## src/rtl/pipeline_hazard_controller.sv

```systemverilog
// pipeline_hazard_controller
// Central stall/flush sequencer for the five-stage pipeline. It merges load-use
// hazards, multi-cycle data-memory accesses, taken branches resolved in EX and
// external interrupts into one set of write enables, flushes and holds.
// A single FSM (RUN, MEM_WAIT, INT_DRAIN, INT_ACK) arbitrates by priority.
// Optional feature macro: STALL_STATS_EN adds saturating stall/flush counters.
module pipeline_hazard_controller #(
    parameter int MEM_LAT   = 1,
    parameter int DRAIN_CYC = 3,
    parameter int CNT_W     = 16
) (
    input  logic             clk_i,
    input  logic             rst_i,
    input  logic             load_use_hit_i,
    input  logic             mem_req_i,
    input  logic             mem_two_word_i,
    input  logic             branch_taken_i,
    input  logic             int_req_i,
    output logic             pc_write_o,
    output logic             if_id_write_o,
    output logic             if_id_flush_o,
    output logic             id_ex_bubble_o,
    output logic             ex_mem_hold_o,
    output logic             int_ack_o,
    output logic [2:0]       ctl_state_o
`ifdef STALL_STATS_EN
    ,
    output logic [CNT_W-1:0] stall_cycles_o,
    output logic [CNT_W-1:0] flush_count_o
`endif
);

    typedef enum logic [1:0] {
        RUN       = 2'd0,
        MEM_WAIT  = 2'd1,
        INT_DRAIN = 2'd2,
        INT_ACK   = 2'd3
    } state_e;

    localparam logic [4:0] LAT_P1     = 5'(MEM_LAT + 1);
    localparam logic [3:0] DRAIN_INIT = 4'(DRAIN_CYC - 1);

    state_e     state_q, state_d;
    logic [4:0] wait_cnt_q, wait_cnt_d;
    logic [3:0] drain_cnt_q, drain_cnt_d;
    logic       mem_served_q, mem_served_d;
    logic       ret_int_q, ret_int_d;

    logic [4:0] lat_words;
    logic [4:0] hold_n;
    logic       new_mem;
    logic       mem_go;
    logic       flush_evt;

    // Total hold cycles for the access in MEM and whether a fresh hold must start
    always_comb begin
        lat_words = mem_two_word_i ? {LAT_P1[3:0], 1'b0} : LAT_P1;
        hold_n    = lat_words - 5'd1;
        new_mem   = mem_req_i & ~mem_served_q;
        mem_go    = new_mem & (hold_n != 5'd0);
    end

    // State and counter registers; reset abandons any wait or drain in progress
    always_ff @(posedge clk_i) begin
        if (rst_i) begin
            state_q      <= RUN;
            wait_cnt_q   <= 5'd0;
            drain_cnt_q  <= 4'd0;
            mem_served_q <= 1'b0;
            ret_int_q    <= 1'b0;
        end else begin
            state_q      <= state_d;
            wait_cnt_q   <= wait_cnt_d;
            drain_cnt_q  <= drain_cnt_d;
            mem_served_q <= mem_served_d;
            ret_int_q    <= ret_int_d;
        end
    end

    // Next-state logic: priority arbitration in RUN, countdowns in the wait states
    always_comb begin
        state_d      = state_q;
        wait_cnt_d   = wait_cnt_q;
        drain_cnt_d  = drain_cnt_q;
        mem_served_d = 1'b0;
        ret_int_d    = ret_int_q;
        case (state_q)
            RUN: begin
                if (mem_go) begin
                    ret_int_d = 1'b0;
                    if (hold_n == 5'd1) begin
                        mem_served_d = 1'b1;
                    end else begin
                        state_d    = MEM_WAIT;
                        wait_cnt_d = hold_n - 5'd1;
                    end
                end else if (branch_taken_i || load_use_hit_i) begin
                    state_d = RUN;
                end else if (int_req_i) begin
                    if (DRAIN_CYC <= 1) begin
                        state_d = INT_ACK;
                    end else begin
                        state_d     = INT_DRAIN;
                        drain_cnt_d = DRAIN_INIT;
                    end
                end
            end
            MEM_WAIT: begin
                wait_cnt_d = wait_cnt_q - 5'd1;
                if (wait_cnt_q <= 5'd1) begin
                    mem_served_d = 1'b1;
                    wait_cnt_d   = 5'd0;
                    state_d      = ret_int_q ? INT_DRAIN : RUN;
                    ret_int_d    = 1'b0;
                end
            end
            INT_DRAIN: begin
                if (mem_go) begin
                    ret_int_d = 1'b1;
                    if (hold_n == 5'd1) begin
                        mem_served_d = 1'b1;
                    end else begin
                        state_d    = MEM_WAIT;
                        wait_cnt_d = hold_n - 5'd1;
                    end
                end else begin
                    drain_cnt_d = drain_cnt_q - 4'd1;
                    if (drain_cnt_q <= 4'd1) begin
                        drain_cnt_d = 4'd0;
                        state_d     = INT_ACK;
                    end
                end
            end
            INT_ACK: begin
                ret_int_d = 1'b0;
                state_d   = RUN;
            end
            default: begin
                state_d = RUN;
            end
        endcase
    end

    // Pipeline control outputs decoded from current state and this cycle's hazards
    always_comb begin
        pc_write_o     = 1'b1;
        if_id_write_o  = 1'b1;
        if_id_flush_o  = 1'b0;
        id_ex_bubble_o = 1'b0;
        ex_mem_hold_o  = 1'b0;
        int_ack_o      = 1'b0;
        flush_evt      = 1'b0;
        if (rst_i) begin
            pc_write_o     = 1'b0;
            if_id_write_o  = 1'b0;
            if_id_flush_o  = 1'b1;
            id_ex_bubble_o = 1'b1;
        end else begin
            case (state_q)
                RUN: begin
                    if (mem_go) begin
                        pc_write_o    = 1'b0;
                        if_id_write_o = 1'b0;
                        ex_mem_hold_o = 1'b1;
                    end else if (branch_taken_i) begin
                        if_id_flush_o  = 1'b1;
                        id_ex_bubble_o = 1'b1;
                        flush_evt      = 1'b1;
                    end else if (load_use_hit_i) begin
                        pc_write_o     = 1'b0;
                        if_id_write_o  = 1'b0;
                        id_ex_bubble_o = 1'b1;
                    end else if (int_req_i) begin
                        if_id_flush_o = 1'b1;
                        pc_write_o    = 1'b0;
                    end
                end
                MEM_WAIT: begin
                    pc_write_o    = 1'b0;
                    if_id_write_o = 1'b0;
                    ex_mem_hold_o = 1'b1;
                end
                INT_DRAIN: begin
                    if_id_flush_o = 1'b1;
                    pc_write_o    = 1'b0;
                    if (mem_go) begin
                        if_id_write_o = 1'b0;
                        ex_mem_hold_o = 1'b1;
                    end else if (branch_taken_i) begin
                        id_ex_bubble_o = 1'b1;
                        pc_write_o     = 1'b1;
                        flush_evt      = 1'b1;
                    end
                end
                INT_ACK: begin
                    int_ack_o     = 1'b1;
                    pc_write_o    = 1'b1;
                    if_id_flush_o = 1'b1;
                end
                default: begin
                    pc_write_o = 1'b1;
                end
            endcase
        end
    end

    assign ctl_state_o = {1'b0, state_q};

`ifdef STALL_STATS_EN
    logic [CNT_W-1:0] stall_cycles_q;
    logic [CNT_W-1:0] flush_count_q;

    // Saturating counters of PC-stall cycles and branch flushes
    always_ff @(posedge clk_i) begin
        if (rst_i) begin
            stall_cycles_q <= '0;
            flush_count_q  <= '0;
        end else begin
            if (!pc_write_o && (stall_cycles_q != {CNT_W{1'b1}})) begin
                stall_cycles_q <= stall_cycles_q + 1'b1;
            end
            if (flush_evt && (flush_count_q != {CNT_W{1'b1}})) begin
                flush_count_q <= flush_count_q + 1'b1;
            end
        end
    end

    assign stall_cycles_o = stall_cycles_q;
    assign flush_count_o  = flush_count_q;
`endif

endmodule

```

## config.mk

```make
export PLATFORM = sky130hd
export DESIGN_NAME = pipeline_hazard_controller
export DESIGN_NICKNAME = d
export VERILOG_FILES = /design/src/rtl/pipeline_hazard_controller.sv
export SDC_FILE = /design/constraint.sdc
export NUM_CORES = 1
export LEC_CHECK = 0
export BUFFER_PORTS_ARGS = -buffer_cell sky130_fd_sc_hd__buf_2
export CORE_ASPECT_RATIO = 1.4
export CORE_MARGIN = 2
export CORE_UTILIZATION = 40
export CTS_CLUSTER_SIZE = 10
export DETAILED_ROUTE_END_ITERATION = 6
export GPL_TIMING_DRIVEN = 0
export PLACE_DENSITY = 0.61
export SETUP_SLACK_MARGIN = 0.1
export SYNTH_ARGS = -nofsm -noshare
export SYNTH_HDL_FRONTEND = slang
export SYNTH_SLANG_ARGS = --single-unit
```

## constraint.sdc

```tcl
create_clock -name clk_i -period 1.45 [get_ports clk_i]
set_input_delay 0.2175 -clock clk_i [delete_from_list [all_inputs] [get_ports clk_i]]
set_output_delay 0.2175 -clock clk_i [all_outputs]
set_load 0.02 [all_outputs]
```

==> qor.txt <==
Outcome: finished, violations left
Vias in the first global route: 869
Clk_lat worst skew: 290 ps
Initial antenna violation count: 0
Core area: 2000 um2
GRT Util Overall: 0.189
Global-route wire length before repair: 3680 um
F_max: 0.649 GHz
CTS tree: done
Via count: 965
Starting Density: 0.428
Complex-gate fraction of the synthesized area: 0.262
Initial DRC Count: 29
Final setup violation count: 6
Htree depth: 1
Clock Power Share: 0.143
Nets: 162
Crit start category: flip-flop
FF+latch area: 275 um2
Wire per inst: 15.5 um
YS warnings: 0
Max VDD drop: 823 uV
Logic pwr share: 0.568
Post-synthesis simple-gate area fraction: 0.246
Area grow syn2layout: 63.0%
Vias/cell: 5.64
Final Wtd Congestion: 0.811
Total of max-cap violations: 0
Fillers: 171
Unique masters post-synth: 39
FF+latch count, synth: 13
N_diodes: 0
Pin count of the biggest net entering global routing: 11
# rows: 19
GR Overflow Total: 0
Multi-input gate area: 683 um2
Share of total power in sequential cells: 0.289
Share of cells above drive strength 1: 0.567
PortBufs: 14
Clk slew on worst S/H paths: 90 ps
Internal: 0.00100 W
Root Buffer: clkbuf_4
Syn nets: 122
Crit path max fanout: 5
Initial DRT Pass Iterations: 4
TritonCTS Buffers: 3
Unrepaired setup endpoints after global routing: true
Seq/Total Area, Yosys: 0.305
Clk buf depth: 2
Required time of the critical path: 1230 ps
Cell Area, Synth: 855 um2
Fin crit share: 1.06
Post-route cell area: 1390 um2
Largest family of logic cells by synthesized area: compound AO/OA/AOI/OAI gates
Dpl hpwl: 1430 um
LEAKAGE: 0.586 nW
Critical path class: reg -> out
Die area: 2530 um2
Residual DRC count: 0
Post-Synth Adder-Cell Area: 0.0586
Violated checks: negative setup slack
Synth Instances: 111
Mux cell area share after synthesis: 0.0117
Xor and xnor area share after synthesis: 0.0307
Worst Hold Class: in -> reg
Worst Slack Setup Final: -91.9 ps
Most common cell after layout, fill and taps aside: buf_4
Most frequent cells in the layout: buf_4, nor2_1, buf_2
Pre-CTS setup slack: -20.8 ps
Drt total wl: 2660 um
Clk sinks: 13
Syn avg cell area: 7.70 um2
Die height: 58.7 um
CP arrival: 1320 ps
Fin crit period: 1540 ps
Area after DPL: 978 um2
I/O pin count: 16
Clk_skew: 4.69 ps
Final slew viol count: 0
Switching share of power: 0.398
P_sw: 0.000664 W
Die width: 43.1 um
PwrDens: 1200 nW/um2
Crit end category: output pin
Final Hold Fails: 0
Remaining antenna violation count: 0
==> layer usage <==
| metal | part of all wire | global-route usage | vias to the layer above |
|---|---|---|---|
| met1 | 0.40 | 0.218 | 475 |
| met2 | 0.55 | 0.342 | 18 |
| met3 | 0.024 | 0.0245 | 9 |
| met5 | 0 | 0 | - |
| li1 | - | - | 463 |
| met4 | 0.025 | 0.0823 | 0 |
==> power groups by stage <==
stage | clock, W | sequential [W] | combinational, W
after floorplan | 0 | 0.000477 | 0.000419
after global placement | 0 | 0.000474 | 0.000541
after detailed placement | 0 | 0.000477 | 0.000546
after CTS | 0.000243 | 0.000469 | 0.000736
after global routing | 0.000256 | 0.000488 | 0.00103
final | 0.000238 | 0.000482 | 0.000947
==> sequential cells by signal, indices dropped and copies added, names as in the netlist <==
name,cells
ret_int_q,1
wait_cnt_q,5
mem_served_q,1
state_q,2
drain_cnt_q,4
==> critical path: stages, from the launching register on <==
cell	delay, ps
dfxtp_4	370
buf_8	140
inv_6	70
o21ai_2	70
a211oi_4	240
buf_6	140
==> through the flow <==
| stage | cells | power (W) | TNS, ps | utilization | hold WS (ps) |
|---|---|---|---|---|---|
| final | 171 | 0.00167 | -307 | 0.697 | 246 |
| after global routing | 171 | 0.00177 | -920 | 0.697 | 253 |
| after CTS | 162 | 0.00145 | -202 | 0.609 | 220 |
| after detailed placement | 146 | 0.00102 | -73.9 | 0.490 | 484 |
| after global placement | 146 | 0.00101 | -63.1 | 0.490 | 464 |
| after floorplan | 111 | 0.000896 | 0 | - | 332 |
==> logic make-up (layout without fill, tap and decap cells) <==
kind of cell,count (synthesis),in the layout
AO/OA/AOI/OAI,33,33
XOR/XNOR,3,3
adder cells (fa/ha/maj),4,4
buffers and inverters,15,54
flip-flops,13,13
multiplexers,1,1
other,1,1
AND/OR/NAND/NOR,41,41
==> path summary, 6_finish.rpt <==
check	startpoint	endpoint	slack, ps	depth (start not counted)
hold / removal	rst_i	drain_cnt_q[2]	250	2
setup reg to reg	state_q[0]	wait_cnt_q[4]	-70	5
hold reg to reg	drain_cnt_q[0]	drain_cnt_q[0]	480	1
setup / recovery	state_q[0]	if_id_write_o	-90	5
==> cell usage after synthesis <==
library cell | number | share of area
nor2_1 | 17 | 0.075
dfxtp_1 | 13 | 0.30
inv_1 | 9 | 0.040
o21ai_0 | 7 | 0.041
a21oi_1 | 6 | 0.035
nor3_1 | 6 | 0.035
nand2_1 | 5 | 0.022
a211oi_1 | 4 | 0.035
ha_1 | 4 | 0.059
nand2b_1 | 4 | 0.029
o21a_1 | 3 | 0.026
o31ai_1 | 3 | 0.026
clkbuf_1 | 2 | 0.0088
nor2b_1 | 2 | 0.015
xor2_1 | 2 | 0.021
a2111oi_1 | 1 | 0.012
a211o_1 | 1 | 0.010
a21boi_0 | 1 | 0.0088
a21o_1 | 1 | 0.0088
a31oi_1 | 1 | 0.0073
a41o_1 | 1 | 0.012
and4bb_4 | 1 | 0.019
buf_2 | 1 | 0.0059
buf_4 | 1 | 0.0088
buf_6 | 1 | 0.013
clkbuf_2 | 1 | 0.0059
conb_1 | 1 | 0.0044
mux2i_1 | 1 | 0.012
nand3b_1 | 1 | 0.0088
nor2b_2 | 1 | 0.010
nor3b_1 | 1 | 0.0088
o211ai_1 | 1 | 0.0088
o21ai_2 | 1 | 0.010
o22a_1 | 1 | 0.010
o32ai_1 | 1 | 0.010
or2_2 | 1 | 0.0073
or3_1 | 1 | 0.0073
or4_1 | 1 | 0.0088
xnor2_1 | 1 | 0.010
==> cell type report <==
cell class,instances,share of cell area
Multi-Input combinational cell,83,0.491
Buffer,6,0.0467
Sequential cell,13,0.198
Timing Repair Buffer,35,0.199
Inverter,9,0.0279
Tap cell,21,0.0189
Clock buffer,3,0.0162
Clock inverter,1,0.00359
==> what timing repair did <==
action,CTS,global route
setup endpoints to repair,15,17
resized for setup,41,28
pin swaps,15,14
gates cloned,0,1
buffers inserted,12,8
hold buffers,0,0
Note: power is estimated with default switching activity, not from simulation.
